### src/rtl/latch_bank_writer_pkg.sv
// Shared types and defaults for the latch bank write controller.
//   state_e  : write sequencer states (IDLE -> SETUP -> ENABLE -> HOLD)
//   en_cnt_t : down-counter type for the latch-enable pulse width (1..15)
//   DEF_*    : default bank geometry used by latch_bank_writer
package latch_bank_pkg;

    localparam int DEF_NREQ  = 4;
    localparam int DEF_WIDTH = 8;
    localparam int DEF_NLAT  = 6;
    localparam int EN_CNT_W  = 4;

    typedef enum logic [1:0] {
        IDLE   = 2'd0,
        SETUP  = 2'd1,
        ENABLE = 2'd2,
        HOLD   = 2'd3
    } state_e;

    typedef logic [EN_CNT_W-1:0] en_cnt_t;

endpackage

### src/rtl/latch_bank_writer_rr_arbiter.sv
// Combinational round-robin picker.
//   req_i   : request vector
//   ptr_i   : index of the last winner; search starts at ptr_i+1 and wraps
//   gnt_o   : one-hot winner (all-zero when nothing requests)
//   idx_o   : winner index
//   valid_o : at least one request present
module rr_arbiter #(
    parameter int NREQ = 4,
    parameter int IW   = (NREQ > 1) ? $clog2(NREQ) : 1
) (
    input  logic [NREQ-1:0] req_i,
    input  logic [IW-1:0]   ptr_i,
    output logic [NREQ-1:0] gnt_o,
    output logic [IW-1:0]   idx_o,
    output logic            valid_o
);

    logic [IW-1:0] cand_s;

    // Walk the requesters upward from ptr+1; the first active one wins.
    always_comb begin
        gnt_o   = '0;
        idx_o   = '0;
        valid_o = 1'b0;
        cand_s  = '0;
        for (int off = 1; off <= NREQ; off++) begin
            cand_s = IW'((int'(ptr_i) + off) % NREQ);
            if (!valid_o && req_i[cand_s]) begin
                valid_o       = 1'b1;
                gnt_o[cand_s] = 1'b1;
                idx_o         = cand_s;
            end else begin
                valid_o = valid_o;
            end
        end
    end

endmodule

### src/rtl/latch_bank_writer.sv
// Write controller / arbiter for a bank of NLAT level-sensitive latch words.
// Each write runs SETUP (data on LD), ENABLE (one latch enable high for
// EN_CYCLES), HOLD (enable low, data still held, ACK), so D is stable across
// both enable edges. All outputs are registered.
//   CLK, RESET : clock, synchronous active-high reset
//   REQ/WADDR/WDATA : per-requester request level, word address, data
//   GNT  : one-hot grant, SETUP through HOLD
//   ACK  : one-cycle done pulse in HOLD;  ERR : same cycle, address >= NLAT
//   LD   : latch data bus;  LEN : one-hot latch enables (ENABLE only)
//   LR   : active-low latch reset;  BUSY : not IDLE
module latch_bank_writer
    import latch_bank_pkg::*;
#(
    parameter int NREQ      = DEF_NREQ,
    parameter int WIDTH     = DEF_WIDTH,
    parameter int NLAT      = DEF_NLAT,
    parameter int AW        = $clog2(NLAT),
    parameter int EN_CYCLES = 2
) (
    input  logic                  CLK,
    input  logic                  RESET,
    input  logic [NREQ-1:0]       REQ,
    input  logic [NREQ*AW-1:0]    WADDR,
    input  logic [NREQ*WIDTH-1:0] WDATA,
    output logic [NREQ-1:0]       GNT,
    output logic [NREQ-1:0]       ACK,
    output logic                  ERR,
    output logic [WIDTH-1:0]      LD,
    output logic [NLAT-1:0]       LEN,
    output logic                  LR,
    output logic                  BUSY
);

    localparam int              IW      = (NREQ > 1) ? $clog2(NREQ) : 1;
    localparam en_cnt_t         EN_LAST = en_cnt_t'(EN_CYCLES - 1);
    localparam logic [NLAT-1:0] LEN_ONE = NLAT'(1);

    state_e            state_q, state_d;
    en_cnt_t           cnt_q, cnt_d;
    logic [IW-1:0]     ptr_q, ptr_d;
    logic [IW-1:0]     win_q, win_d;
    logic [AW-1:0]     addr_q, addr_d;
    logic [WIDTH-1:0]  ld_q, ld_d;
    logic [NREQ-1:0]   gnt_q, gnt_d;
    logic [NREQ-1:0]   ack_q, ack_d;
    logic              err_q, err_d;
    logic [NLAT-1:0]   len_q, len_d;
    logic              busy_q, busy_d;
    logic              lr_q;

    logic [NREQ-1:0]   arb_gnt_s;
    logic [IW-1:0]     arb_idx_s;
    logic              arb_valid_s;

    function automatic logic addr_oob(input logic [AW-1:0] a);
        return 32'(a) >= NLAT;
    endfunction

    rr_arbiter #(.NREQ(NREQ), .IW(IW)) u_arb (
        .req_i   (REQ),
        .ptr_i   (ptr_q),
        .gnt_o   (arb_gnt_s),
        .idx_o   (arb_idx_s),
        .valid_o (arb_valid_s)
    );

    // Sequencer next state; the winner's address and data are captured at grant.
    always_comb begin
        state_d = state_q;
        cnt_d   = cnt_q;
        ptr_d   = ptr_q;
        win_d   = win_q;
        addr_d  = addr_q;
        ld_d    = ld_q;
        case (state_q)
            IDLE: begin
                if (arb_valid_s) begin
                    state_d = SETUP;
                    ptr_d   = arb_idx_s;
                    win_d   = arb_idx_s;
                    addr_d  = WADDR[arb_idx_s*AW +: AW];
                    ld_d    = WDATA[arb_idx_s*WIDTH +: WIDTH];
                end else begin
                    state_d = IDLE;
                end
            end
            SETUP: begin
                state_d = ENABLE;
                cnt_d   = EN_LAST;
            end
            ENABLE: begin
                if (cnt_q == 4'd0) begin
                    state_d = HOLD;
                end else begin
                    cnt_d = cnt_q - 4'd1;
                end
            end
            HOLD: begin
                state_d = IDLE;
            end
            default: begin
                state_d = IDLE;
            end
        endcase
    end

    // Output values for the state being entered, so every output is a flop.
    always_comb begin
        gnt_d  = '0;
        ack_d  = '0;
        err_d  = 1'b0;
        len_d  = '0;
        busy_d = 1'b0;
        if (state_d != IDLE) begin
            busy_d       = 1'b1;
            gnt_d[win_d] = 1'b1;
        end else begin
            busy_d = 1'b0;
        end
        // Out-of-range writes run the full sequence with no enable.
        if (state_d == ENABLE && !addr_oob(addr_d)) begin
            len_d = LEN_ONE << addr_d;
        end else begin
            len_d = '0;
        end
        if (state_d == HOLD) begin
            ack_d[win_d] = 1'b1;
            err_d        = addr_oob(addr_d);
        end else begin
            err_d = 1'b0;
        end
    end

    // State and output registers; RESET aborts any write without ACK.
    always_ff @(posedge CLK) begin
        if (RESET) begin
            state_q <= IDLE;
            cnt_q   <= '0;
            ptr_q   <= IW'(NREQ - 1);
            win_q   <= '0;
            addr_q  <= '0;
            ld_q    <= '0;
            gnt_q   <= '0;
            ack_q   <= '0;
            err_q   <= 1'b0;
            len_q   <= '0;
            busy_q  <= 1'b0;
            lr_q    <= 1'b0;
        end else begin
            state_q <= state_d;
            cnt_q   <= cnt_d;
            ptr_q   <= ptr_d;
            win_q   <= win_d;
            addr_q  <= addr_d;
            ld_q    <= ld_d;
            gnt_q   <= gnt_d;
            ack_q   <= ack_d;
            err_q   <= err_d;
            len_q   <= len_d;
            busy_q  <= busy_d;
            // Being a flop, LR stays low for one cycle after RESET drops.
            lr_q    <= 1'b1;
        end
    end

    assign GNT  = gnt_q;
    assign ACK  = ack_q;
    assign ERR  = err_q;
    assign LD   = ld_q;
    assign LEN  = len_q;
    assign LR   = lr_q;
    assign BUSY = busy_q;

endmodule

### config.mk
export PLATFORM = sky130hd
export DESIGN_NAME = latch_bank_writer
export DESIGN_NICKNAME = d
export VERILOG_FILES = /design/src/rtl/latch_bank_writer_pkg.sv /design/src/rtl/latch_bank_writer_rr_arbiter.sv /design/src/rtl/latch_bank_writer.sv
export SDC_FILE = /design/constraint.sdc
export NUM_CORES = 1
export LEC_CHECK = 0
export ABC_AREA = 1
export CAP_MARGIN = 20
export CORE_MARGIN = 2
export CORE_UTILIZATION = 25
export CTS_CLUSTER_DIAMETER = 50
export CTS_CLUSTER_SIZE = 25
export DETAILED_ROUTE_END_ITERATION = 8
export PLACE_DENSITY = 0.62
export RECOVER_POWER = 50
export SKIP_LAST_GASP = 1
export SLEW_MARGIN = 20
export SYNTH_ARGS = -nofsm -noshare
export SYNTH_HDL_FRONTEND = slang
export SYNTH_SLANG_ARGS = --single-unit
### constraint.sdc
create_clock -name CLK -period 3.75 [get_ports CLK]
set_clock_uncertainty 0.05 [all_clocks]
set_input_delay 0.75 -clock CLK [delete_from_list [all_inputs] [get_ports CLK]]
set_output_delay 0.75 -clock CLK [all_outputs]
set_load 0.05 [all_outputs]
======== Word-level counts from Yosys, hierarchy flattened ========
Index checks and enable logic that the tools add are counted.
storage, ports and cells
  register bits after elaboration ......... 38
  bits of input ports ..................... 50
  output and inout bits ................... 25
  word-level logic and storage cells ...... 84
operators by class
  add/subtract/negate cells ............... 5
  multipliers ............................. 1
  $lt $le $gt $ge ......................... 7
  equality and inequality tests ........... 6
  shift-type cells ........................ 3
  muxes and demuxes ....................... 29
  bitwise logic cells ..................... 3
  reductions and logical operators ........ 18
operator list
  cell                                                                  number
  32-bit by 6-bit indexed part select with 8-bit output                 1
  2-bit by 3-bit < comparator with 1-bit output, second input constant  5
  2-bit two-way mux                                                     7
  1-bit two-way mux                                                     12
  12-bit by 5-bit indexed part select with 3-bit output                 1
  1-bit binary-select mux with 2-bit select                             4
  2-bit == test, second input constant                                  4
  2-bit one-hot mux with 4 select lines                                 1
  4-bit one-hot mux with 2 select lines                                 1
  3-bit two-way mux                                                     2
  2-bit OR reduction                                                    3
  1-bit by 3-bit << shifter with 6-bit output, first input constant     1
  1-bit logical AND                                                     5
  2-bit by 1-bit adder with 2-bit output, second input constant         2
  2-bit adder, second input constant                                    2
  1-bit zero test                                                       4
  4-bit zero test                                                       1
  2-bit by 2-bit multiplier with 4-bit output, second input constant    1
  4-bit two-way mux                                                     1
  2-bit AND reduction                                                   2
  2-bit nonzero test                                                    2
  4-bit by 1-bit subtractor with 4-bit output, second input constant    1
  3-bit greater-or-equal comparator, second input constant              1
  1-bit NOT                                                             3
  5 further kinds                                                       5

======== Depth between registers and ports, before layout ========
  word-level depth ........................ 22
  gate-level depth with buffers ........... 18

======== By module ========
Synthesis repeated with hierarchy kept, for this count alone.
unflattened totals
  cells, all modules ...................... 328
  area, all modules ....................... 2238.4 sq um
modules (own cells, without submodules)
  module             instances  cells each  area each (sq um)
  latch_bank_writer  1          254         1780.5
  rr_arbiter         1          74          457.9

======== Least setup slack after synthesis ========
OpenSTA, ideal clock, no wires.
  path kind ............................... input to register
  start point ............................. input REQ[3]
  end point ............................... register ld_q[3] (netlist: LD[3])
  setup time .............................. 109 ps
  arrival ................................. 1994 ps
  required time ........................... 3591 ps
  setup slack ............................. 1597 ps
  cell stages on the path ................. 14
  buffers on the path ..................... 1
  cell sequence ........................... nand2_1 > nand2_2 > nand2_2 > nand2_2 > nor2_4 > nand3_4 > nand2_4 > nand2_4 > buf_6 > or2_0 > o211ai_2 > nand3_1 > nand2_1 > inv_1
between the ends
  cells in the longest elaborated chain, start to end .. 13
  elaborated cells on any way between the ends .. 24
ends and longest elaborated chain
  element                                                                                              RTL line                            source
  start: declaration                                                                                   latch_bank_writer.sv:22             input logic [NREQ-1:0] REQ,
  1-bit binary-select mux with 2-bit select                                                            latch_bank_writer_rr_arbiter.sv:28  if (!valid_o && req_i[cand_s]) begin
  1-bit two-way mux (implied by the code)                                                              latch_bank_writer_rr_arbiter.sv:28
  1-bit two-way mux                                                                                    latch_bank_writer_rr_arbiter.sv:28
  1-bit zero test                                                                                      latch_bank_writer_rr_arbiter.sv:28
  1-bit logical AND                                                                                    latch_bank_writer_rr_arbiter.sv:28
  1-bit two-way mux                                                                                    latch_bank_writer_rr_arbiter.sv:28
  1-bit zero test                                                                                      latch_bank_writer_rr_arbiter.sv:28
  1-bit logical AND                                                                                    latch_bank_writer_rr_arbiter.sv:28
  1-bit two-way mux                                                                                    latch_bank_writer_rr_arbiter.sv:28
  1-bit zero test                                                                                      latch_bank_writer_rr_arbiter.sv:28
  1-bit logical AND                                                                                    latch_bank_writer_rr_arbiter.sv:28
  2-bit two-way mux / 1-bit two-way mux (equally long branches)                                        latch_bank_writer_rr_arbiter.sv:28
  32-bit by 6-bit indexed part select with 8-bit output / 2-bit AND reduction (equally long branches)  -
  end signal: assignment                                                                               latch_bank_writer.sv:155            ld_q <= ld_d;
  end: declaration                                                                                     latch_bank_writer.sv:43             logic [WIDTH-1:0] ld_q, ld_d;
Several ways; a longest one is shown, not always the timed one. The select of a mux whose other input is x is not followed.
A chain may end at the register's enable or synchronous reset.

======== Worst setup path in the final report ========
  start point ............................. input REQ[3]
  end point ............................... register len_q[1] (netlist: LEN[1])
between the ends
  cells in the longest elaborated chain, start to end .. 21
  elaborated cells on any way between the ends .. 35
ends and longest elaborated chain
  element                                                RTL line                            source
  1-bit binary-select mux with 2-bit select              latch_bank_writer_rr_arbiter.sv:28
  1-bit two-way mux (implied by the code)                latch_bank_writer_rr_arbiter.sv:28
  1-bit two-way mux                                      latch_bank_writer_rr_arbiter.sv:28
  1-bit zero test                                        latch_bank_writer_rr_arbiter.sv:28
  1-bit logical AND                                      latch_bank_writer_rr_arbiter.sv:28
  1-bit two-way mux                                      latch_bank_writer_rr_arbiter.sv:28
  1-bit zero test                                        latch_bank_writer_rr_arbiter.sv:28
  1-bit logical AND                                      latch_bank_writer_rr_arbiter.sv:28
  (+5 left out)                                          -
  12-bit by 5-bit indexed part select with 3-bit output  latch_bank_writer.sv:81             addr_d = WADDR[arb_idx_s*AW +: AW];
  3-bit two-way mux                                      latch_bank_writer.sv:77             if (arb_valid_s) begin
  3-bit two-way mux                                      latch_bank_writer.sv:75             case (state_q)
  3-bit greater-or-equal comparator                      latch_bank_writer.sv:56             return 32'(a) >= NLAT;
  1-bit zero test                                        latch_bank_writer.sv:121            if (state_d == ENABLE && !addr_oob(addr_d)) begin
  1-bit logical AND                                      latch_bank_writer.sv:121
  1-bit NOT (no line)                                    -
  2-bit OR reduction (no line)                           -
  end signal: assignment                                 latch_bank_writer.sv:159            len_q <= len_d;
  end: declaration                                       latch_bank_writer.sv:47             logic [NLAT-1:0] len_q, len_d;
Several ways; a longest one is shown, not always the timed one. The select of a mux whose other input is x is not followed.

==> insert_results.sql <==
INSERT INTO impl_metrics (metric_group, metric, value, unit) VALUES
('status', 'status', 'finished, final reports clean', ''),
('global_route', 'track_usage', '12.6', '%'),
('pwr', 'power_density', '948', 'nW/um^2'),
('global_route', 'grt_pass1_wl', '9070', 'um'),
('worst_setup_path', 'critical_path_required', '3.93', 'ns'),
('floorplan', 'full_die_area', '9160', 'um^2'),
('placement', 'place.detailed.instances', '465', ''),
('routing', 'dr_total_vias', '2083', ''),
('timing', 'relative_slew_margins', '62.0', '%'),
('cts', 'cts.htree.levels', '2', ''),
('timing', 'grt_setup_unrepaired', 'no', ''),
('yosys', 'synth-seq-cells', '38', ''),
('floorplan', 'die_w', '95.7', 'um'),
('timing', 'fmax', '361', 'MHz'),
('yosys', 'warning_count_from_the_yosys_run', '0', ''),
('yosys', 'synth_enable_flop_cells', '0', ''),
('yosys', 'synth.top_cell.area_share', '36.2', '%'),
('routing', 'wl', '5670', 'um'),
('worst_hold_path', 'hold_path.class', 'reg2reg', ''),
('floorplan', 'rows', '33', ''),
('routing', 'drcViolationCount', '0', ''),
('cts', 'clock_latency', '0.29', 'ns'),
('job', 'timing.max_cap.violations', '0', ''),
('cells_and_area', 'area_growth_syn_to_layout', '44.1', '%'),
('cts', 'post-cts-setup-buffer-count', '0', ''),
('pwr', 'power_frac_seq', '20.8', '%'),
('cells_and_area', 'nNetsFinal', '423', ''),
('pwr', 'internal_power', '0.00133', 'W'),
('cells_and_area', 'fillCellCount', '857', ''),
('global_route', 'grt_pass1_vias', '1989', ''),
('timing', 'post-route-min-period', '2.77', 'ns'),
('yosys', 'postSynthCellCount', '291', ''),
('yosys', 'mappedNetlistNets', '347', ''),
('yosys', 'postSynth.topFlopCell', 'sky130_fd_sc_hd__dfxtp_1', ''),
('placement', 'io_buffer_count', '74', ''),
('cts', 'tritoncts_num_sinks', '38', ''),
('timing', 'final_max_slew_viol_count', '0', ''),
('worst_setup_path', 'maximum_fanout_encountered_on_the_critical_timing_path', '15', ''),
('placement', 'dp.final_hpwl', '4430', 'um'),
('placement', 'gp_congestion', '0.807', ''),
('routing', 'detail-route-antenna-nets', '0', ''),
('floorplan', 'initial_utilization', '25.7', '%'),
('pwr', 'clock_power_share', '10.3', '%'),
('cts', 'clock_path_buffers', '2', ''),
('timing', 'number_of_endpoints_with_negative_hold_slack_in_the_final_report', '0', ''),
('yosys', 'top_area_cells_in_the_synthesized_netlist', 'sky130_fd_sc_hd__dfxtp_1 36%, sky130_fd_sc_hd__nand2_1 13%, sky130_fd_sc_hd__inv_1 5.4%, sky130_fd_sc_hd__nand2_2 5.4%, sky130_fd_sc_hd__nand3_1 5.2%', ''),
('yosys', 'syn_area', '2100', 'um^2'),
('worst_setup_path', 'startpoint', 'REQ[3]', ''),
('global_route', 'grt_max_degree', '29', ''),
('cts', 'clk_transition_reported_paths', '0.08', 'ns'),
('worst_setup_path', 'critical_path.reg2reg.startpoint', 'ptr_q[0]$_SDFFE_PP1P_', ''),
('cells_and_area', 'post-route-util', '37.1', '%'),
('routing', 'routed_wire_length_per_instance', '12.0', 'um'),
('pwr', 'power.share.combinational', '68.9', '%'),
('pwr', 'power.net_switching', '0.00155', 'W'),
('yosys', 'netlist.top_cell.by_area', 'sky130_fd_sc_hd__dfxtp_1', ''),
('timing', 'period_share', '73.9', '%'),
('yosys', 'most_common_cell_in_the_netlist', 'sky130_fd_sc_hd__nand2_1', ''),
('worst_setup_path', 'capture_instance_of_the_worst_register_to_register_path', 'LEN[1]$_SDFF_PP0_', ''),
('pwr', 'vdd_drop_max', '398', 'uV'),
('floorplan', 'ioPinCount', '75', ''),
('worst_setup_path', 'reg2regPathDepth', '16', ''),
('yosys', 'yosys.cell_types.count', '39', ''),
('global_route', 'grt.overflow.total', '0', ''),
('pwr', 'leakage', '1.43', 'nW'),
('cells_and_area', 'final_cell_count_no_fill', '473', ''),
('cts', 'tritoncts', 'built', ''),
('cells_and_area', 'layout-drive-gt1-share', '16.0', '%'),
('yosys', 'async_reset_ff_share', '0', '%'),
('floorplan', 'die_height', '95.7', 'um'),
('floorplan', 'design.core.area', '8180', 'um^2');
==> cell type report <==
class / count / area, um^2 / share of cell area (%)
Sequential cell: 38 / 761 / 25.1
Timing Repair Buffer: 74 / 741 / 24.4
Tap cell: 105 / 131 / 4.34
Clock inverter: 2 / 12.5 / 0.413
Multi-Input combinational cell: 209 / 1150 / 38.1
Clock buffer: 6 / 82.6 / 2.73
Inverter: 39 / 149 / 4.91
==> stage by stage <==
stage | power [W] | cell area (um^2) | hold slack (ns) | worst slack (ns)
after floorplan | 0.00221 | 2100 | 0.407 | 1.60
after global placement | 0.00261 | 2940 | 0.424 | 0.712
after detailed placement | 0.00264 | 2940 | 0.433 | 0.734
after CTS | 0.00295 | 3040 | 0.445 | 1.03
after global routing | 0.00318 | 3030 | 0.488 | 0.696
final | 0.00287 | 3030 | 0.442 | 0.977
==> metal layers <==
metal | wire (um) | global-route usage [%] | vias to the layer above
met4 | 17 | 2.86 | 0
met3 | 560 | 3.60 | 4
li1 | - | - | 1074
met5 | 0 | 0 | -
met2 | 2550 | 21.2 | 72
met1 | 2540 | 16.0 | 933
==> layout by cell type, fill, tap and decap left out, types with 2 or more instances in the layout <==
cell                              synthesis  routed
sky130_fd_sc_hd__a21oi_1                  3       3
sky130_fd_sc_hd__clkbuf_8                 0       6
sky130_fd_sc_hd__clkdlybuf4s50_1          0      48
sky130_fd_sc_hd__clkinv_1                 2       2
sky130_fd_sc_hd__dfxtp_1                 38      38
sky130_fd_sc_hd__dlygate4sd3_1            0      26
sky130_fd_sc_hd__ha_1                     6       6
sky130_fd_sc_hd__inv_1                   30      30
sky130_fd_sc_hd__inv_2                    6       6
sky130_fd_sc_hd__nand2_1                 74      74
sky130_fd_sc_hd__nand2_2                 18      18
sky130_fd_sc_hd__nand2_4                  3       3
sky130_fd_sc_hd__nand3_1                 22      22
sky130_fd_sc_hd__nand3_2                  6       6
sky130_fd_sc_hd__nand3_4                  2       2
sky130_fd_sc_hd__nand4_1                  2       2
sky130_fd_sc_hd__nor2_1                  27      28
sky130_fd_sc_hd__nor2_2                   3       3
sky130_fd_sc_hd__nor3_1                   5       5
sky130_fd_sc_hd__o211ai_1                12      12
sky130_fd_sc_hd__o21ai_0                  4       4
sky130_fd_sc_hd__or2_2                    7       7
==> worst min path at each step <==
stage	start	end	slack, ns	depth (start not counted)
2_1_floorplan	cnt_q[0]$_SDFFE_PP0P_	cnt_q[0]$_SDFFE_PP0P_	0.41	2
5_1_grt	cnt_q[0]$_SDFFE_PP0P_	cnt_q[0]$_SDFFE_PP0P_	0.49	2
3_5_place_dp	cnt_q[0]$_SDFFE_PP0P_	cnt_q[0]$_SDFFE_PP0P_	0.43	2
4_1_cts	cnt_q[0]$_SDFFE_PP0P_	cnt_q[0]$_SDFFE_PP0P_	0.45	2
3_3_place_gp	cnt_q[0]$_SDFFE_PP0P_	cnt_q[0]$_SDFFE_PP0P_	0.42	2
6_report	cnt_q[0]$_SDFFE_PP0P_	cnt_q[0]$_SDFFE_PP0P_	0.44	2
==> worst max-delay path, cell delays in order <==
cell and delay [ns]:
sky130_fd_sc_hd__clkdlybuf4s50_1 0.43, sky130_fd_sc_hd__nand2_1 0.11, sky130_fd_sc_hd__nand2_2 0.08, sky130_fd_sc_hd__nand2_2 0.08, sky130_fd_sc_hd__nand2_2 0.04, sky130_fd_sc_hd__nor2_1 0.28, sky130_fd_sc_hd__nand3_4 0.15, sky130_fd_sc_hd__nand2_4 0.15
sky130_fd_sc_hd__inv_2 0.13, sky130_fd_sc_hd__nand2_1 0.17, sky130_fd_sc_hd__inv_2 0.12, sky130_fd_sc_hd__nand3_2 0.09, sky130_fd_sc_hd__inv_2 0.04, sky130_fd_sc_hd__nor2_2 0.14, sky130_fd_sc_hd__nand2_1 0.08, sky130_fd_sc_hd__nor2_1 0.08
==> registers in the layout, summed over array words and instances, names as in the netlist <==
register,cells
state_q,2
LEN,6
BUSY,1
LR,1
LD,8
ERR,1
cnt_q,4
addr_q,3
win_q,2
ptr_q,2
GNT,4
ACK,4
==> kinds of logic (layout without fill, tap and decap cells) <==
kind of cell,after synthesis,after routing,share of synthesized area (%)
simple gates,179,179,43.8
flops,38,38,36.2
fa+ha+maj,6,6,3.57
buf+inv,44,121,8.63
compound gates,24,24,7.79
==> power by group through the flow <==
stage / clock network [W] / logic (W) / registers, W
finish: 0.000295 / 0.00198 / 0.000597
detailed placement: 0 / 0.00203 / 0.000612
CTS: 0.000311 / 0.00204 / 0.000602
floorplan: 0 / 0.00137 / 0.000845
global placement: 0 / 0.00200 / 0.000611
global route: 0.000334 / 0.00223 / 0.000614
Power figures use the tool's default switching activity.
